File: src/rtl/pixel_word_packer_pkg.sv
// Shared types and constants for the RGB-to-32-bit word packer.
// Four 24-bit pixels fill exactly three 32-bit words.
package pixel_word_packer_pkg;

   typedef enum logic {
      ST_RUN   = 1'b0,
      ST_FLUSH = 1'b1
   } state_t;

   localparam int          PHASE_W   = 2;
   localparam int          BYTE_W    = 8;
   localparam int          PIX_W     = 3 * BYTE_W;
   localparam int          WORD_W    = 4 * BYTE_W;
   localparam logic [3:0]  TKEEP_ALL = 4'hF;

endpackage

File: src/rtl/pixel_word_packer.sv
// Packs {r,g,b} pixels little-endian into 32-bit stream words.
// Lines are closed on eol, and any partial word is padded and sent by a FLUSH cycle.
module pixel_word_packer
   import pixel_word_packer_pkg::*;
#(
   parameter logic [BYTE_W-1:0] PAD_BYTE = 8'h00
) (
   input  logic               aclk,
   input  logic               aresetn,
   input  logic [7:0]         r,
   input  logic [7:0]         g,
   input  logic [7:0]         b,
   input  logic               valid,
   input  logic               sof,
   input  logic               eol,
   output logic               in_stream_ready,
   output logic [WORD_W-1:0]  out_stream_tdata,
   output logic [3:0]         out_stream_tkeep,
   output logic               out_stream_tlast,
   output logic               out_stream_tuser,
   output logic               out_stream_tvalid,
   input  logic               out_stream_tready,
   output state_t             dbg_state_o,
   output logic [PHASE_W-1:0] dbg_phase_o,
   output logic               dbg_sof_misalign_o
);

   state_t               state_q, state_d;
   logic [PHASE_W-1:0]   phase_q, phase_d;
   logic [PIX_W-1:0]     res_q, res_d;
   logic                 sof_pend_q, sof_pend_d;
   logic                 mis_q, mis_d;
   logic [WORD_W-1:0]    tdata_q, tdata_d;
   logic                 tlast_q, tlast_d;
   logic                 tuser_q, tuser_d;
   logic                 tvalid_q, tvalid_d;

   logic [PIX_W-1:0]     pix;
   logic [PHASE_W-1:0]   eff_phase;
   logic                 accept;
   logic                 out_free;
   logic                 ld;
   logic [WORD_W-1:0]    ld_data;
   logic                 ld_last;
   logic                 ld_user;

   assign pix      = {r, g, b};
   assign out_free = ~tvalid_q | out_stream_tready;
   // Ready is forced low while reset is held, even though the state is RUN.
   assign in_stream_ready = aresetn & (state_q == ST_RUN) & out_free;
   assign accept   = valid & in_stream_ready;

   always_comb begin
      state_d    = state_q;
      phase_d    = phase_q;
      res_d      = res_q;
      sof_pend_d = sof_pend_q;
      mis_d      = mis_q;
      eff_phase  = phase_q;
      ld         = 1'b0;
      ld_data    = '0;
      ld_last    = 1'b0;
      ld_user    = 1'b0;

      if (state_q == ST_RUN) begin
         if (accept) begin
            // A sof pixel always restarts packing at lane 0, dropping any residue.
            eff_phase  = sof ? '0 : phase_q;
            sof_pend_d = 1'b0;
            if (sof && (phase_q != '0)) mis_d = 1'b1;
            unique case (eff_phase)
               2'd0: begin
                  if (eol) begin
                     ld      = 1'b1;
                     ld_data = {PAD_BYTE, pix};
                     ld_last = 1'b1;
                     ld_user = sof;
                     res_d   = '0;
                     phase_d = 2'd0;
                  end else begin
                     res_d      = pix;
                     phase_d    = 2'd1;
                     sof_pend_d = sof;
                  end
               end
               2'd1: begin
                  ld      = 1'b1;
                  ld_data = {pix[7:0], res_q};
                  ld_user = sof_pend_q;
                  res_d   = {8'h00, pix[23:8]};
                  phase_d = 2'd2;
                  if (eol) state_d = ST_FLUSH;
               end
               2'd2: begin
                  ld      = 1'b1;
                  ld_data = {pix[15:0], res_q[15:0]};
                  res_d   = {16'h0000, pix[23:16]};
                  phase_d = 2'd3;
                  if (eol) state_d = ST_FLUSH;
               end
               default: begin
                  ld      = 1'b1;
                  ld_data = {pix, res_q[7:0]};
                  ld_last = eol;
                  res_d   = '0;
                  phase_d = 2'd0;
               end
            endcase
         end
      end else if (out_free) begin
         // Phase tells how many residue bytes remain: 2 after a phase-1 eol, 1 after phase-2.
         ld      = 1'b1;
         ld_data = (phase_q == 2'd2) ? {PAD_BYTE, PAD_BYTE, res_q[15:0]}
                                     : {PAD_BYTE, PAD_BYTE, PAD_BYTE, res_q[7:0]};
         ld_last = 1'b1;
         res_d   = '0;
         phase_d = 2'd0;
         state_d = ST_RUN;
      end

      tvalid_d = ld | (tvalid_q & ~out_stream_tready);
      tdata_d  = ld ? ld_data : tdata_q;
      tlast_d  = ld ? ld_last : tlast_q;
      tuser_d  = ld ? ld_user : tuser_q;
   end

   always_ff @(posedge aclk or negedge aresetn) begin
      if (!aresetn) begin
         state_q    <= ST_RUN;
         phase_q    <= '0;
         res_q      <= '0;
         sof_pend_q <= 1'b0;
         mis_q      <= 1'b0;
         tdata_q    <= '0;
         tlast_q    <= 1'b0;
         tuser_q    <= 1'b0;
         tvalid_q   <= 1'b0;
      end else begin
         state_q    <= state_d;
         phase_q    <= phase_d;
         res_q      <= res_d;
         sof_pend_q <= sof_pend_d;
         mis_q      <= mis_d;
         tdata_q    <= tdata_d;
         tlast_q    <= tlast_d;
         tuser_q    <= tuser_d;
         tvalid_q   <= tvalid_d;
      end
   end

   assign out_stream_tdata   = tdata_q;
   assign out_stream_tkeep   = TKEEP_ALL;
   assign out_stream_tlast   = tlast_q;
   assign out_stream_tuser   = tuser_q;
   assign out_stream_tvalid  = tvalid_q;
   assign dbg_state_o        = state_q;
   assign dbg_phase_o        = phase_q;
   assign dbg_sof_misalign_o = mis_q;

endmodule
File: config.mk
export PLATFORM = sky130hd
export DESIGN_NAME = pixel_word_packer
export DESIGN_NICKNAME = d
export VERILOG_FILES = /design/src/rtl/pixel_word_packer_pkg.sv /design/src/rtl/pixel_word_packer.sv
export SDC_FILE = /design/constraint.sdc
export NUM_CORES = 1
export LEC_CHECK = 0
export CORE_UTILIZATION = 47
export DETAILED_ROUTE_END_ITERATION = 10
export GPL_TIMING_DRIVEN = 0
export PLACE_DENSITY = 0.8
export SLEW_MARGIN = 15
export SYNTH_ARGS = -nofsm -noshare
export SYNTH_HDL_FRONTEND = slang
export SYNTH_SLANG_ARGS = --single-unit
File: constraint.sdc
create_clock -name aclk -period 2.3 [get_ports aclk]
set_clock_uncertainty 0.2 [all_clocks]
set_input_delay 0.23 -clock aclk [delete_from_list [all_inputs] [get_ports aclk]]
set_output_delay 0.23 -clock aclk [all_outputs]
set_load 0.03 [all_outputs]
==> results of run 1 <==
==> stage by stage <==
stage                     setup TNS [ns]  hold slack (ns)  total power, uW
after floorplan                   -0.635           -0.266             3480
after global placement           -238.87            0.257             4380
after detailed placement          -32.40          -0.0223             4460
after CTS                      -0.000914            0.135             5740
after global routing             -0.0495            0.156             6110
final                                  0            0.132             5850
==> layer usage <==
metal	wire length, microns	GRT usage
met1	4950	0.441
met2	5740	0.532
met3	1430	0.0704
met4	542	0.160
met5	0	0
==> sequential cells by signal, indices dropped and copies added, names as in the netlist <==
signal	count
out_stream_tdata	32
res_q	24
dbg_phase_o	2
dbg_sof_misalign_o	1
dbg_state_o	1
out_stream_tlast	1
out_stream_tuser	1
out_stream_tvalid	1
sof_pend_q	1
==> cell type report <==
cell class | count | share of cell area
multi-input combinational | 261 | 0.372
tap | 99 | 0.0251
timing repair buffer | 87 | 0.179
clock inverter | 5 | 0.0159
sequential | 64 | 0.325
buffer | 40 | 0.0438
inverter | 12 | 0.00911
clock buffer | 11 | 0.0306
==> final timing paths <==
check | from | end | cells past startpoint
min in group asynchronous | aresetn | out_stream_tdata[16] | 5
max | dbg_phase_o[1] | out_stream_tdata[12] | 8
max reg2reg | dbg_phase_o[1] | out_stream_tdata[12] | 8
max in group asynchronous | aresetn | res_q[14] | 6
min | sof | sof_pend_q | 3
min reg2reg | dbg_sof_misalign_o | dbg_sof_misalign_o | 1
==> layout by cell type (no fill, tap or decap), types with 3 or more instances in the layout <==
| master | count |
|---|---|
| clkdlybuf4s50_1 | 66 |
| dfrtp_1 | 62 |
| nand3_1 | 51 |
| a22oi_1 | 24 |
| a21oi_1 | 21 |
| clkbuf_1 | 17 |
| o31ai_1 | 17 |
| a221o_1 | 16 |
| buf_4 | 16 |
| nand2_1 | 15 |
| o21ai_0 | 13 |
| clkbuf_8 | 11 |
| inv_1 | 10 |
| nor2_1 | 10 |
| nand2b_1 | 9 |
| nor2b_1 | 9 |
| o221ai_1 | 8 |
| a222oi_1 | 8 |
| o41ai_1 | 8 |
| clkbuf_2 | 7 |
| o21ai_1 | 6 |
| a32o_1 | 6 |
| buf_2 | 5 |
| buf_6 | 5 |
| mux2_2 | 5 |
| buf_12 | 5 |
| conb_1 | 4 |
| buf_1 | 3 |
| mux2_4 | 3 |
| ha_4 | 3 |
==> worst max-delay path, delay by kind of cell, from the launching register on <==
kind                     cells  cell delay (ns)
multiplexers                 1             0.26
AND/OR/NAND/NOR              2             0.34
flip-flops                   1             0.43
buffers and inverters        2             0.20
AO/OA/AOI/OAI                2             0.58
adder cells (fa/ha/maj)      1             0.17
==> where the power goes <==
group | leakage, uW | internal [uW] | switching [uW] | total, uW
sequential | 0.000851 | 1520 | 270 | 1790
clock | 0.000119 | 668 | 471 | 1140
combinational | 0.00109 | 1160 | 1760 | 2920
total | 0.00206 | 3350 | 2500 | 5850
==> cells by family (layout without fill, tap and decap cells) <==
logic type,after synthesis,count (layout)
simple gates,112,112
compound gates,133,133
mux,8,8
flops,64,64
other cells,1,4
buf+inv,54,155
fa+ha+maj,4,4
==> timing repair <==
item	in CTS	in global routing
buffers inserted	10	1
endpoints found under the setup margin	58	39
resized for setup	20	16
hold buffers	6	0
pin swaps	6	9
cloned	0	0
hold endpoints to repair	64	0
==> metrics.md, run 1 <==
| Metric | Value |
|---|---|
| Fmax | `~0.44 GHz` |
| Synth cell count leaders | `dfrtp_1, nand3_1, a22oi_1, clkbuf_1, a21oi_1` |
| CTS root buf | `clkbuf_8` |
| Fin crit period | `between 2 and 2.5 ns` |
| Number of distinct library cells after synthesis | `40` |
| Core area | `about 7300 sq um` |
| Max cap viols | `0` |
| Synth Area in Adders | `0.0139` |
| Wirelength, routed | `12.7 mm` |
| Synthesized instance count | `roughly 380` |
| Place WS | `-0.684 ns` |
| Most common cell in the netlist | `dfrtp_1` |
| Initial core utilization | `0.493` |
| Largest net degree at the start of global routing | `38` |
| TritonRoute pass-1 iters | `7` |
| Post-synthesis sequential area ratio | `0.443` |
| GP Congestion | `0.945` |
| Finished layout cell area | `4940 sq um` |
| Post-synth EDFFs | `0` |
| Layout area overhead | `36.8%` |
| Mean cell area of the mapped netlist | `between 9 and 10 sq um` |
| Area leader, netlist | `dfrtp_1` |
| Initial DRC count | `~620` |
| First-pass GRT wire length | `between 15 and 20 mm` |
| ANT cells | `0` |
| Synth Area in XOR/XNOR | `0` |
| Netlist Area Pre-Place | `~3600 sq um` |
| Storage cell area | `between 1500 and 2000 sq um` |
| Cts bufs inserted | `9` |
| Clock slew at reported path FFs | `0.08 ns` |
| Hold/Removal Path Class | `in -> reg` |
| Avg Vias per Cell | `6.58` |
| CTS max path bufs | `2` |
| Top post-synthesis cells by area | `dfrtp_1, nand3_1, a22oi_1` |
| Worst setup path class | `reg -> reg` |
| R2r setup slk | `0.01 ns` |
| Rows | `31` |
| Fillers | `a little under 600` |
| Slowest CP cell | `dfrtp_2` |
| TritonCTS clock tree | `done` |
| Share of layout cells above drive strength 1 | `0.177` |
| DR vias | `roughly 3800` |
| Remaining global-route overflow | `0` |
| Compound-Gate Fraction of Synth Area | `0.277` |
| Worst relative slew slack | `0.581` |
| Synth Area in Simple Gates | `0.163` |
| GRT Total Usage | `0.336` |
| CTS sink cnt | `64` |
| Worst Path Arrival | `between 2 and 2.5 ns` |
| Worst Setup End Kind | `register` |
| I/O pin total | `74` |
| Die area | `8040 sq um` |
| # H-tree levels | `3` |
| Layout net count | `about 510` |
| Leakage Power | `between 0.002 and 0.0025 uW` |
| Post-Layout Cell Count | `roughly 580` |
| Run status | `finished clean` |
| WL per Instance | `between 20 and 25 microns` |
| Placed instance area | `roughly 4500 sq um` |
| Initial antenna violation count | `0` |
| DP Cell Count | `~550` |
| Post-synth ARST share | `1.00` |
| Slew Limit Fails | `0` |
| Clk Latency, worst-skew pair | `approximately 0.35 ns` |
| Largest family of logic cells by synthesized area | `compound AO/OA/AOI/OAI gates` |
| Worst-margin pin slew | `around 0.63 ns` |
| Multi-input gate area | `~1800 sq um` |
| RSZ-0062 raised after global routing | `true` |
| Final hold violations | `0` |
| Crit path launch type | `register` |
| Worst path max stage delay | `between 0.4 and 0.5 ns` |
| Routed Antenna Nets | `0` |
| CP Cell Sequence | `nand2b_4 -> inv_2 -> ha_4 -> or2_1 -> buf_6 -> a221o_1 -> a32o_2 -> mux2_4` |
| Final Setup Violations | `0` |
| Core Util, Final | `0.674` |
| Die width | `between 80 and 90 microns` |
| Final WS setup | `~0.013 ns` |
| Vias in the first global route | `approximately 3600` |
| Req. time, crit path | `2.34 ns` |
| Crit path max fanout | `8` |
| IO buf count | `69` |
| Die H | `89.7 microns` |
| Period Utilization, post-route | `0.994` |
| Top FF cell, synth | `dfrtp_1` |
| Maximum vdd drop | `0.738 mV` |
| Warnings, synthesis | `0` |
| Mux share of post-synthesis cell area | `0.0270` |
| Top-area cell type share of the netlist area | `0.443` |
| PD cells | `between 1000 and 1500 nW/um^2` |
| DRC | `0` |
| Yosys reg bits | `64` |
| HPWL Detailed | `approximately 8.5 mm` |
No activity file was read; power rests on OpenSTA's default activity.
==> run 2, diff against run 1 <==
--- a/config.mk
+++ b/config.mk
@@ -5,11 +5,11 @@
 export SDC_FILE = /design/constraint.sdc
 export NUM_CORES = 1
 export LEC_CHECK = 0
-export CORE_UTILIZATION = 47
+export CORE_UTILIZATION = 50
 export DETAILED_ROUTE_END_ITERATION = 10
 export GPL_TIMING_DRIVEN = 0
-export PLACE_DENSITY = 0.8
-export SLEW_MARGIN = 15
+export PLACE_DENSITY = 0.81
+export REMOVE_ABC_BUFFERS = 1
 export SYNTH_ARGS = -nofsm -noshare
 export SYNTH_HDL_FRONTEND = slang
 export SYNTH_SLANG_ARGS = --single-unit
==> constraint.sdc (replaced) <==
create_clock -name aclk -period 2.5 [get_ports aclk]
set_clock_uncertainty 0.2 [all_clocks]
set_input_delay 0.25 -clock aclk [delete_from_list [all_inputs] [get_ports aclk]]
set_output_delay 0.25 -clock aclk [all_outputs]
set_load 0.03 [all_outputs]
==> run 2 against run 1 <==
  * Total power decreased by 15%
  * Non-clock buffer count decreased by 45
  * Critical path depth unchanged
  * Hold slack got worse by 0.45 ns
  * Global-route usage decreased by 2.1 points
  * The flow now finishes with violations (hold timing)
  * Combinational power decreased by 14%
  * Via count decreased by 2.9%
==> metrics.md, run 2 (synthesis results as in run 1) <==
| Metric | Value |
|---|---|
| CTS sink cnt | `64` |
| Place WS | `-1.11 ns` |
| Worst path max stage delay | `0.56 ns` |
| Combinational Power Share | `0.507` |
| CTS root buf | `clkbuf_8` |
| Wirelength, routed | `11.3 mm` |
| Initial core utilization | `0.526` |
| Maximum vdd drop | `just under 0.6 mV` |
| Remaining global-route overflow | `0` |
| Failing checks | `hold timing` |
| Initial antenna violation count | `0` |
| TritonRoute pass-1 iters | `9` |
| Worst relative slew slack | `0.319` |
| Routed Antenna Nets | `0` |
| Post-Layout Cell Count | `533` |
| Worst Path Arrival | `around 2.5 ns` |
| Avg Vias per Cell | `approximately 7` |
| Largest net degree at the start of global routing | `between 60 and 70` |
| GP Congestion | `around 0.8` |
| Hold/Removal Path Class | `in -> async` |
| Vias in the first global route | `3532` |
| Crit path max-delay family | `buffers and inverters` |
| Final hold violations | `64` |
| Worst Setup End Kind | `register` |
| Clock slew at reported path FFs | `0.07 ns` |
| Core Util, Final | `0.677` |
| Die width | `slightly below 90 microns` |
| Max reg flops | `32` |
| Sequential share of power | `0.338` |
| Crit path launch type | `input pin` |
| Slew Limit Fails | `0` |
| DRC | `0` |
| IO buf count | `between 60 and 70` |
| R2r setup slk | `around 0.060 ns` |
| Total internal power | `roughly 2800 uW` |
| WL per Instance | `21.3 microns` |
| Cts bufs inserted | `9` |
| PD cells | `roughly 1100 nW/um^2` |
| Critical Path Sink | `out_stream_tdata[11]` |
| Layout area overhead | `28.6%` |
| Sw Ratio | `0.447` |
| Run status | `finished with violations` |
| DP Cell Count | `between 500 and 600` |
| Commonest non-fill, non-tap cell in the layout | `clkdlybuf4s50_1` |
| Die area | `approximately 7600 sq um` |
| Worst R2R End | `out_stream_tdata[11]` |
| Req. time, crit path | `2.53 ns` |
| Final WS setup | `0.00683 ns` |
| Setup crit start | `sof` |
| WP buf/inv | `2` |
| Finished layout cell area | `between 4000 and 5000 sq um` |
| Commonest cells after routing, fill and taps aside | `clkdlybuf4s50_1, dfrtp_1, nand3_1` |
| CTS max path bufs | `2` |
| FF-to-FF path depth | `7` |
| Clk Latency, worst-skew pair | `approximately 0.34 ns` |
| GRT Total Usage | `0.315` |
| Core area | `a little under 7000 sq um` |
| Period Utilization, post-route | `0.997` |
| RSZ-0062 raised after global routing | `true` |
| Final Setup Violations | `0` |
| Clock group share of total power | `0.156` |
| Fin crit period | `2.49 ns` |
| NetSw | `around 2200 uW` |
| Crit path max fanout | `8` |
| Worst-margin pin slew | `roughly 1.0 ns` |
| TritonCTS clock tree | `done` |
| Initial DRC count | `between 500 and 600` |
| Rows | `30` |
| Layout net count | `approximately 470` |
| Share of layout cells above drive strength 1 | `0.135` |
| CP Cell Sequence | `clkdlybuf4s50_1 -> nand2b_4 -> inv_1 -> ha_4 -> or2_4 -> a221o_1 -> a32o_1 -> mux2_2` |
| I/O pin total | `74` |
| Slowest CP cell | `clkdlybuf4s50_1` |
| Placed instance area | `approximately 4200 sq um` |
| DR vias | `approximately 3700` |
| HPWL Detailed | `5.83 mm` |
| Max cap viols | `0` |
| Worst setup path class | `in -> reg` |
| # H-tree levels | `3` |
| R2R Path Start | `dbg_phase_o[1]` |
| Hold WS | `-0.320 ns` |
| Fmax | `0.401 GHz` |
| Die H | `a little under 90 microns` |
| Crit path depth | `8` |
| First-pass GRT wire length | `about 18 mm` |
| ANT cells | `0` |
| Leakage Power | `~0.0019 uW` |
run 2: cell types whose count changed in the layout (fill, tap and decap cells not counted), sizes merged:
cell           change
clkbuf            -22
dlygate4sd2        -1
clkdlybuf4s50      +1
dlymetal6s2s       +1
a21oi              +1
clkinv             +1
buf               -21
dlygate4sd3        -2
bufinv             -2
nand4              +1
run 2: stage by stage:
step           TNS, ns  hold slack [ns]  total power (uW)
2_1_floorplan   -14.84           -0.246              3040
3_3_place_gp   -273.68            0.251              3840
3_5_place_dp    -52.52            0.204              3910
4_1_cts              0           -0.275              4860
5_1_grt         -0.410           -0.284              5260
6_report             0           -0.320              4980
run 2: power groups by stage:
stage / registers (uW) / logic, uW / clock network, uW
final: 1680 / 2520 / 775
after floorplan: 1960 / 1080 / 0
after global placement: 1650 / 2190 / 0
after global routing: 1720 / 2700 / 838
after detailed placement: 1670 / 2240 / 0
after CTS: 1660 / 2420 / 780
run 2: per-layer routing:
metal  track usage  share of wire
met5             0              0
met4         0.177          0.043
met3        0.0863           0.11
met2         0.483           0.46
met1         0.404           0.38
run 2: final cells by class:
| class | count | area, sq um |
|---|---|---|
| fillers | 540 | 2220 |
| clock buffers | 12 | 145 |
| well taps | 96 | 120 |
| repair buffers | 82 | 835 |
| multi-input cells | 263 | 1880 |
| flip-flops and latches | 64 | 1600 |
| inverters | 12 | 45.0 |
| clock inverters | 4 | 20.0 |
run 2: timing repair:
| action | in CTS | in global routing |
|---|---|---|
| endpoints found under the setup margin | 60 | 47 |
| setup buffers | 6 | 6 |
| endpoints found under the hold margin | 64 | 64 |
| pin swaps | 4 | 2 |
| cloned | 1 | 1 |
| resized for setup | 21 | 6 |
run 2: worst min-delay path by stage:
stage	start	to	slack [ns]	cells after the start
after floorplan	aresetn	dbg_phase_o[0]	-0.25	0
after global placement	sof_pend_q	sof_pend_q	0.25	2
after detailed placement	aresetn	out_stream_tdata[23]	0.20	1
after CTS	aresetn	out_stream_tdata[23]	-0.27	1
after global routing	aresetn	out_stream_tdata[31]	-0.28	1
final	aresetn	out_stream_tlast	-0.32	1
==> run 3, diff against run 2 <==
--- a/config.mk
+++ b/config.mk
@@ -5,6 +5,7 @@
 export SDC_FILE = /design/constraint.sdc
 export NUM_CORES = 1
 export LEC_CHECK = 0
+export CAP_MARGIN = 20
 export CORE_UTILIZATION = 50
 export DETAILED_ROUTE_END_ITERATION = 10
 export GPL_TIMING_DRIVEN = 0
==> results of run 3 <==
Same layout as run 2: the final DEF is identical, and so are final timing and power.
